<file path="src/rtl/gate_sweep_ctrl.sv">
// Self-test sequencer that sweeps AB=00..11 through a 2-input gate and checks its output against EXPECT.
// Optional GATE_SWEEP_LOG_EN adds tt_obs, the observed truth table of the final pass.
module gate_sweep_ctrl #(
  parameter int         SETTLE_CYCLES = 2,
  parameter logic [3:0] EXPECT        = 4'b0110,
  parameter int         NUM_PASSES    = 1,
  parameter int         ERR_W         = 3
) (
  input  logic             clk,
  input  logic             rst,
  input  logic             start,
  output logic             gate_a,
  output logic             gate_b,
  input  logic             gate_c,
  output logic [1:0]       idx,
  output logic             busy,
  output logic             done,
  output logic             pass,
  output logic [ERR_W-1:0] err_count
`ifdef GATE_SWEEP_LOG_EN
  ,
  output logic [3:0]       tt_obs
`endif
);

  localparam int CNT_W  = (SETTLE_CYCLES < 2) ? 1 : $clog2(SETTLE_CYCLES + 1);
  localparam int PASS_W = (NUM_PASSES < 2) ? 1 : $clog2(NUM_PASSES);

  typedef enum logic [2:0] {IDLE, DRIVE, SETTLE, SAMPLE, FIN} state_t;

  state_t             state;
  logic [CNT_W-1:0]   settle_cnt;
  logic [PASS_W-1:0]  pass_cnt;
  logic               miss;
  logic               last_pass;
  logic [ERR_W-1:0]   err_next;

  // Error counter sticks at all-ones instead of wrapping.
  function automatic logic [ERR_W-1:0] sat_inc(input logic [ERR_W-1:0] v);
    return (&v) ? v : v + 1'b1;
  endfunction

  assign miss      = (gate_c != EXPECT[idx]);
  assign last_pass = (pass_cnt == PASS_W'(NUM_PASSES - 1));
  assign err_next  = miss ? sat_inc(err_count) : err_count;

  always_ff @(posedge clk) begin
    if (rst) begin
      state      <= IDLE;
      settle_cnt <= '0;
      pass_cnt   <= '0;
      gate_a     <= 1'b0;
      gate_b     <= 1'b0;
      idx        <= 2'd0;
      busy       <= 1'b0;
      done       <= 1'b0;
      pass       <= 1'b0;
      err_count  <= '0;
`ifdef GATE_SWEEP_LOG_EN
      tt_obs     <= 4'd0;
`endif
    end else begin
      done <= 1'b0;
      case (state)
        IDLE: begin
          gate_a <= 1'b0;
          gate_b <= 1'b0;
          if (start) begin
            idx       <= 2'd0;
            err_count <= '0;
            pass      <= 1'b0;
            pass_cnt  <= '0;
            busy      <= 1'b1;
            state     <= DRIVE;
`ifdef GATE_SWEEP_LOG_EN
            tt_obs    <= 4'd0;
`endif
          end
        end
        DRIVE: begin
          // Gate inputs were already updated on entry, so the vector is stable from this cycle on.
          settle_cnt <= CNT_W'(SETTLE_CYCLES);
          state      <= (SETTLE_CYCLES == 0) ? SAMPLE : SETTLE;
        end
        SETTLE: begin
          if (settle_cnt <= CNT_W'(1)) begin
            state <= SAMPLE;
          end else begin
            settle_cnt <= settle_cnt - 1'b1;
          end
        end
        SAMPLE: begin
          err_count <= err_next;
`ifdef GATE_SWEEP_LOG_EN
          tt_obs[idx] <= gate_c;
`endif
          if (idx == 2'd3 && last_pass) begin
            gate_a <= 1'b0;
            gate_b <= 1'b0;
            busy   <= 1'b0;
            done   <= 1'b1;
            pass   <= (err_next == '0);
            state  <= FIN;
          end else begin
            if (idx == 2'd3) begin
              pass_cnt <= pass_cnt + 1'b1;
            end
            idx              <= idx + 2'd1;
            {gate_a, gate_b} <= idx + 2'd1;
            state            <= DRIVE;
          end
        end
        FIN: begin
          state <= IDLE;
        end
        default: begin
          state <= IDLE;
        end
      endcase
    end
  end

endmodule

</file>
<file path="config.mk">
export PLATFORM = sky130hd
export DESIGN_NAME = gate_sweep_ctrl
export DESIGN_NICKNAME = d
export VERILOG_FILES = /design/src/rtl/gate_sweep_ctrl.sv
export SDC_FILE = /design/constraint.sdc
export NUM_CORES = 1
export LEC_CHECK = 0
export BUFFER_PORTS_ARGS = -buffer_cell sky130_fd_sc_hd__buf_4
export CORE_MARGIN = 1.5
export CORE_UTILIZATION = 48
export CTS_CLUSTER_DIAMETER = 200
export DETAILED_ROUTE_END_ITERATION = 6
export PLACE_DENSITY = 0.82
export SYNTH_ARGS = -nofsm -noshare
export SYNTH_HDL_FRONTEND = slang
export SYNTH_SLANG_ARGS = --single-unit
</file>
<file path="constraint.sdc">
create_clock -name clk -period 1.52 [get_ports clk]
set_input_delay 0.152 -clock clk [delete_from_list [all_inputs] [get_ports clk]]
set_output_delay 0.152 -clock clk [all_outputs]
set_load 0.02 [all_outputs]
</file>
After elaboration in Yosys (flattened, before gate mapping). Cells that the tools add are included.

Register bits: 16. Logic and storage cells: 71. Input port bits: 4. Output and inout port bits: 10.

Bitwise operators: 2. $lt $le $gt $ge: 2. Reductions and logical operators: 13. Add/sub/neg operators: 4. Eq/ne operators: 11. Muxes and demuxes: 29.

Operators by type and width (number): 2-to-1 mux 3 bit (6); != test 2 bit, second input constant (6); one-hot mux 3 bit (4 select lines) (1); 2-to-1 mux 1 bit (10); one-hot mux 1 bit (2 select lines) (5); AND reduction 3 bit (3); one-hot mux 2 bit (2 select lines) (2); equality test 3 x 2 -> 1 bit, second input constant (2); logical NOT 3 bit (2); 2-to-1 mux 2 bit (3); one-hot mux 3 bit (2 select lines) (1); AND reduction 2 bit (3); AND reduction 4 bit (1); nonzero test 2 bit (2); adder 3 x 1 -> 3 bit, second input constant (1); equality test 3 x 1 -> 1 bit, second input constant (1); < comparator 2 x 3 -> 1 bit, second input constant (1); adder 2 x 1 -> 2 bit, second input constant (1); binary-select mux 1 bit (select 2 bit) (1); equality test 2 bit, second input constant (1); less-or-equal comparator 2 x 1 -> 1 bit, second input constant (1); NOT 1 bit (2); OR reduction 2 bit (1); subtractor 2 x 1 -> 2 bit, second input constant (1); other kinds (3) (3).

Longest topological paths before layout. Gate-level depths: netlist of the first run.

Depth in word-level cells: 7. Depth in mapped cells: 6.

Worst setup path after synthesis of the first run. No wires, ideal clock.

Path type: reg2reg. Start point: reg idx[0]. End point: reg pass. Buffers on the path: 0. Stages on the path, launching flop included: 6. Data required time: 1.462 ns. Slack: -0.042 ns. Data arrival time: 1.505 ns. Cell sequence: dfxtp_1 -> ha_1 -> xor2_1 -> a21boi_0 -> nor4_1 -> a31o_2.

Cells in the longest elaborated chain, start to end: 7. Elaborated cells between the ends (all ways): 11. Classes of those cells: eq/ne: 3; mux: 5; reduce/logical: 3.

Ends and longest elaborated chain: from (decl) (RTL line 15) `output logic [1:0] idx,`; from (signal assigned) (RTL line 108) `idx <= idx + 2'd1;`; binary-select mux 1 bit (select 2 bit) (RTL line 43) `assign miss = (gate_c != EXPECT[idx]);`; 2-to-1 mux 1 bit (implied by the code) (RTL line 43); != test 1 bit (RTL line 43); 2-to-1 mux 3 bit (RTL line 45) `assign err_next = miss ? sat_inc(err_count) : err_count;`; logical NOT 3 bit (RTL line 102) `pass <= (err_next == '0);`; 2-to-1 mux 1 bit (RTL line 97) `if (idx == 2'd3 && last_pass) begin`; one-hot mux 1 bit (2 select lines) (RTL line 64) `case (state)`; to (signal assigned) (RTL line 102); to (decl) (RTL line 18) `output logic pass,`.

Several ways; a longest one is shown, not always the timed one. The select of a mux whose other input is x is not followed. A chain may end at the register's enable or synchronous reset.

Worst setup path in the final report of the first run.
Start point: reg state[1]. End point: reg idx[0].

Cells in the longest elaborated chain, start to end: 3. Elaborated cells between the ends (all ways): 7. Classes of those cells: eq/ne: 3; mux: 1; reduce/logical: 3.

Ends and longest elaborated chain: from (decl) (RTL line 31) `state_t state;`; from (signal assigned) (RTL line 83) `state <= (SETTLE_CYCLES == 0) ? SAMPLE : SETTLE;`; equality test 3 x 2 -> 1 bit / logical NOT 3 bit (equally long branches) (RTL line 64); != test 2 bit (no line) / nonzero test 2 bit (equally long branches); AND reduction 3 bit (no line).

Several ways; a longest one is shown, not always the timed one.

==> results.sh, run 1 <==
export IMPL_status="finished clean"
export IMPL_dp_cells=121
export IMPL_cts_buffers=3
export IMPL_fin_ws_ns=0.0216
export IMPL_io_pins=14
export IMPL_p_leak_nw=0.422
export IMPL_grt_first_pass_wirelength_mm=2.82
export IMPL_clk_latency_ns=0.27
export IMPL_overflow=0
export IMPL_powerDensity_nw_per_um2=861
export IMPL_track_usage_pct=19.3
export IMPL_slowest_stage="or4_4"
export IMPL_cp_max_fo=4
export IMPL_maxCapViolCount=0
export IMPL_antenna_left=0
export IMPL_ys_async_sr_fraction_pct=0
export IMPL_antenna_found_initial=0
export IMPL_hold_viol=0
export IMPL_syn_nets=97
export IMPL_cts_buffer_depth=2
export IMPL_viasPerCell=5.63
export IMPL_synth_area_leader_cell="dfxtp_1"
export IMPL_nets=119
export IMPL_synth_top_area_share_pct=38.8
export IMPL_grt_pass1_vias=662
export IMPL_rows=14
export IMPL_required_ns=1.73
export IMPL_final_cells=126
export IMPL_layout_drive_gt1_share_pct=37.3
export IMPL_post_drt_wl_per_cell_um=13.6
export IMPL_peakVddDrop_mv=0.546
export IMPL_finalSetupViolCount=0
export IMPL_die_w_um=44.5
export IMPL_syn_area_per_cell_um2=9.18
export IMPL_die_y_um=44.5
export IMPL_synthTopCellsByArea="dfxtp_1, a21oi_1, ha_1"
export IMPL_worst_slew_pin_slew_ns=0.326
export IMPL_period_needed_ns=1.50
export IMPL_gp_congestion=0.795
export IMPL_cts_hold_buf=0
export IMPL_die_area_um2=1980
export IMPL_fmax_ghz=0.667
export IMPL_ys_seq_area_share_pct=38.8
export IMPL_rsz0062_at_grt="true"
export IMPL_skew_ns=0.000844
export IMPL_max_slew_margin_pct=78.1
export IMPL_clk_pin_slew_worst_paths_ns=0.09
export IMPL_syn_cell_area_um2=826
export IMPL_cts_tree="built"
export IMPL_worstSetupStartpointType="flop"
export IMPL_grt_max_degree=16
export IMPL_finalCritPeriodShare_pct=98.6
export IMPL_syn_to_final_growth_pct=24.1
export IMPL_synth_seq_cells=16
export IMPL_cts_sinks=16
export IMPL_crit_arrival_ns=1.71
export IMPL_portBuffers=13
export IMPL_route_detailed_drc=0
export IMPL_worst_hold_slack_ns=0.136
export IMPL_drtIter0Drc=5
export IMPL_finalPower_uw=882
export IMPL_place_detailed_hpwl_mm=1.21
export IMPL_finalInstanceArea_um2=1020
export IMPL_critPathKind="reg -> reg"
export IMPL_netlist_instances=90
export IMPL_r2r_slack_ns=0.02
export IMPL_cts_root_buffer="clkbuf_4"
export IMPL_routed_wl_mm=1.71
export IMPL_critPathMaxStageDelay_ns=0.43
export IMPL_yosysUniqueCellTypes=39
export IMPL_drv_slew=0
export IMPL_yosys_warnings=0
export IMPL_end_kind="flop"
export IMPL_hold_path_class="in -> reg"
export IMPL_synth_edf_count=0
export IMPL_num_antenna_cells=0
export IMPL_crit_chain="or3b_4 -> a21boi_4 -> or4_4 -> a21oi_2"
export IMPL_core_area_um2=1560
export IMPL_pre_cts_slack_ns=-0.0325
export IMPL_placed_area_um2=951
export IMPL_vias=709
export IMPL_drt_pass1_iterations=4
export IMPL_synth_main_ff_cell="dfxtp_1"
export IMPL_start_util_pct=53.0
export IMPL_htree_levels=1
## cell families (layout without fill, tap and decap cells)
logic type	Yosys count	in the layout	share of synthesized area, %
simple gates	33	33	24.4
compound gates	28	28	22.1
flops	16	16	38.8
buf+inv	6	26	5.61
fa+ha+maj	3	3	4.55
xor+xnor	3	3	3.18
mux	1	1	1.36
## area by class of cell
type / instances / area [um^2]
clock buffer: 3 / 22.5
timing repair buffer: 21 / 158
multi-input combinational: 68 / 493
fill: 135 / 534
inverter: 2 / 7.51
tap: 16 / 20.0
sequential: 16 / 324
## layout by cell type, fill, tap and decap left out, drive strengths merged, types with 3 or more instances in the layout
cell type,instances
nor2,5
nor3,3
dfxtp,16
a21oi,10
a21o,3
buf,21
o21ai,7
and2,3
nand2,5
ha,3
clkbuf,3
## routing by layer
| layer | routed length (um) | track usage [%] | up-vias |
|---|---|---|---|
| met4 | 8 | 6.06 | 0 |
| met5 | 0 | 0 | - |
| met2 | 887 | 33.0 | 10 |
| met1 | 762 | 22.9 | 336 |
| li1 | - | - | 361 |
| met3 | 50 | 5.71 | 2 |
## worst max-delay path, delay by kind of cell, from the launching register on
kind | cells | cell delay (ns)
and+or+nand+nor | 2 | 0.84
DFF | 1 | 0.33
AOI/OAI and AO/OA | 2 | 0.27
## timing repair
item / in CTS / in global routing
setup buffers: 0 / 2
gates resized for setup: 2 / 6
endpoints found under the setup margin: 1 / 3
endpoints found under the hold margin: 0 / 0
pin swaps: 0 / 4
## Yosys cell counts (2+ instances only)
cell,number
and2_1,2
buf_6,2
a21oi_1,10
dfxtp_1,16
nor3_1,3
nor4_1,2
nand2b_1,2
o21ai_0,7
inv_1,2
nand3_1,2
nor2_1,5
xor2_1,2
nand2_1,5
ha_1,3
nor3b_1,2
a21o_1,2
## worst paths after layout
check                           cells past startpoint  endpoint     start
worst max-delay path                                4    idx[0]  state[1]
worst min-delay path                                2    idx[0]       rst
worst max register to register                      4    idx[0]  state[1]
worst min register to register                      2      busy      busy
## per-stage QoR
step | TNS (ns) | utilization, %
after floorplan | -0.0821 | -
after detailed placement | -0.0325 | 61.0
final | 0 | 65.7
after global routing | -0.0688 | 65.7
after global placement | 0 | 61.0
after CTS | 0 | 63.7
## sequential cells by signal (all words and copies together) (netlist names)
name and flops:
busy 1, done 1, err_count 3, gate_a 1, gate_b 1, idx 2, pass 1, pass_cnt 1
settle_cnt 2, state 3
## report_power, final
| part | internal (mW) | total (mW) | switching [mW] |
|---|---|---|---|
| Sequential | 0.441 | 0.454 | 0.0132 |
| Clock | 0.0917 | 0.214 | 0.122 |
| Combinational | 0.107 | 0.214 | 0.107 |
| Total | 0.639 | 0.882 | 0.243 |
Power figures use the tool's default switching activity.
==> run 2: changes to the inputs <==
- REMOVE_ABC_BUFFERS: not set -> 1
==> run 2 against run 1 <==
Effect of this change: combinational power rose by 7%; die area did not move; sequential share of layout area fell by 1.2 points; setup slack got worse by 0.017 ns; global-route usage rose by 1.1 points.
==> results.sh, run 2 (synthesized netlist as in run 1, its figures left out) <==
export IMPL_status="finished clean"
export IMPL_drt_pass1_iterations=6
export IMPL_cts_buffers=3
export IMPL_core_area_um2=1560
export IMPL_highest_signal_layer="met4"
export IMPL_portBuffers=13
export IMPL_gp_congestion=0.836
export IMPL_cts_root_buffer="clkbuf_4"
export IMPL_maxCapViolCount=0
export IMPL_start_util_pct=53.0
export IMPL_place_detailed_hpwl_mm=1.33
export IMPL_top_regs="err_count: 3 flops, state: 3 flops"
export IMPL_cts_buffer_depth=2
export IMPL_routed_wl_mm=1.87
export IMPL_cp_max_fo=4
export IMPL_clk_pin_slew_worst_paths_ns=0.10
export IMPL_finalPower_uw=970
export IMPL_rows=14
export IMPL_antenna_found_initial=0
export IMPL_syn_to_final_growth_pct=29.1
export IMPL_skew_ns=0.00282
export IMPL_antenna_left=0
export IMPL_grt_pass1_vias=726
export IMPL_finalSetupViolCount=0
export IMPL_num_antenna_cells=0
export IMPL_finalInstanceArea_um2=1070
export IMPL_route_detailed_drc=0
export IMPL_viasPerCell=5.67
export IMPL_wirelength_met1_um=874
export IMPL_required_ns=1.75
export IMPL_n_fill_cell=117
export IMPL_nets=121
export IMPL_grt_max_degree=15
export IMPL_htree_levels=1
export IMPL_cts_hold_buf=0
export IMPL_track_usage_pct=20.4
export IMPL_clk_latency_ns=0.29
export IMPL_post_drt_wl_per_cell_um=14.5
export IMPL_worst_hold_slack_ns=0.198
export IMPL_worstSetupStartpointType="flop"
export IMPL_p_leak_nw=0.443
export IMPL_placed_area_um2=972
export IMPL_rsz0062_at_grt="true"
export IMPL_drtIter0Drc=15
export IMPL_dr_wl_met3_um=36
export IMPL_end_kind="flop"
export IMPL_drv_slew=0
export IMPL_finalCritPeriodShare_pct=99.7
export IMPL_die_area_um2=1980
export IMPL_setup_tns_final_ns=0
export IMPL_worst_slew_pin_slew_ns=0.250
export IMPL_powerDensity_nw_per_um2=910
export IMPL_fmax_ghz=0.660
export IMPL_critPathKind="reg -> reg"
export IMPL_max_slew_margin_pct=83.2
export IMPL_layout_drive_gt1_share_pct=40.7
export IMPL_cts_tree="built"
export IMPL_hold_viol=0
export IMPL_crit_arrival_ns=1.75
export IMPL_final_cell_mix="buf_4, dfxtp_1, a21oi_1"
export IMPL_peakVddDrop_mv=0.602
export IMPL_overflow=0
export IMPL_cts_sinks=16
export IMPL_vias=732
export IMPL_final_common_cell="buf_4"
export IMPL_die_w_um=44.5
export IMPL_io_pins=14
export IMPL_grt_first_pass_wirelength_mm=3.01
export IMPL_period_needed_ns=1.52
export IMPL_dr_wl_met2_um=937
export IMPL_hold_path_class="in -> reg"
export IMPL_die_y_um=44.5
run 2: cell types whose count changed in the layout (fill, tap and decap cells not counted), sizes merged:
cell / before / now
clkbuf: 3 / 4
buf: 21 / 23
run 2: what timing repair did:
item | in CTS | in global routing
gates resized for setup | 5 | 6
setup endpoints to repair | 4 | 5
buffers inserted | 1 | 0
gates cloned | 0 | 0
pin swaps | 1 | 0
run 2: critical path, stage by stage, from the launching register on:
cell	delay, ns
dfxtp_2	0.33
or3b_4	0.41
a21boi_4	0.15
or4_4	0.44
a21oi_2	0.13
run 2: through the flow:
step                cells  worst slack (ns)  util, %
floorplan              86           -0.0423        -
global placement      124           -0.0110     62.4
detailed placement    124            -0.112     62.4
CTS                   129           0.00517     67.2
global route          129           -0.0334     68.4
finish                129           0.00444     68.4
run 2: worst paths after layout:
path            end  slack, ns  startpoint  depth (start not counted)
min reg2reg    busy       0.49        busy                          2
max          idx[0]      0.004    state[1]                          4
max reg2reg  idx[0]      0.004    state[1]                          4
min            busy       0.20       start                          3
run 2: layer usage:
metal  track usage, %  up-vias
met2             34.2       14
met5                0        -
met4             11.5        0
li1                 -      367
met1             24.8      347
met3             2.86        4
run 2: power breakdown:
group	total, mW	internal, mW	switching [mW]
Sequential	0.456	0.442	0.0142
Combinational	0.228	0.114	0.114
Clock	0.286	0.146	0.140
run 2: layout make-up:
type                       instances  area [um^2]  share of cell area, %
clock buffer                       4         36.3                   3.40
sequential                        16          324                   30.4
inverter                           2         7.51                  0.704
multi-input combinational         68          505                   47.4
tap                               16         20.0                   1.88
timing repair buffer              23          173                   16.2
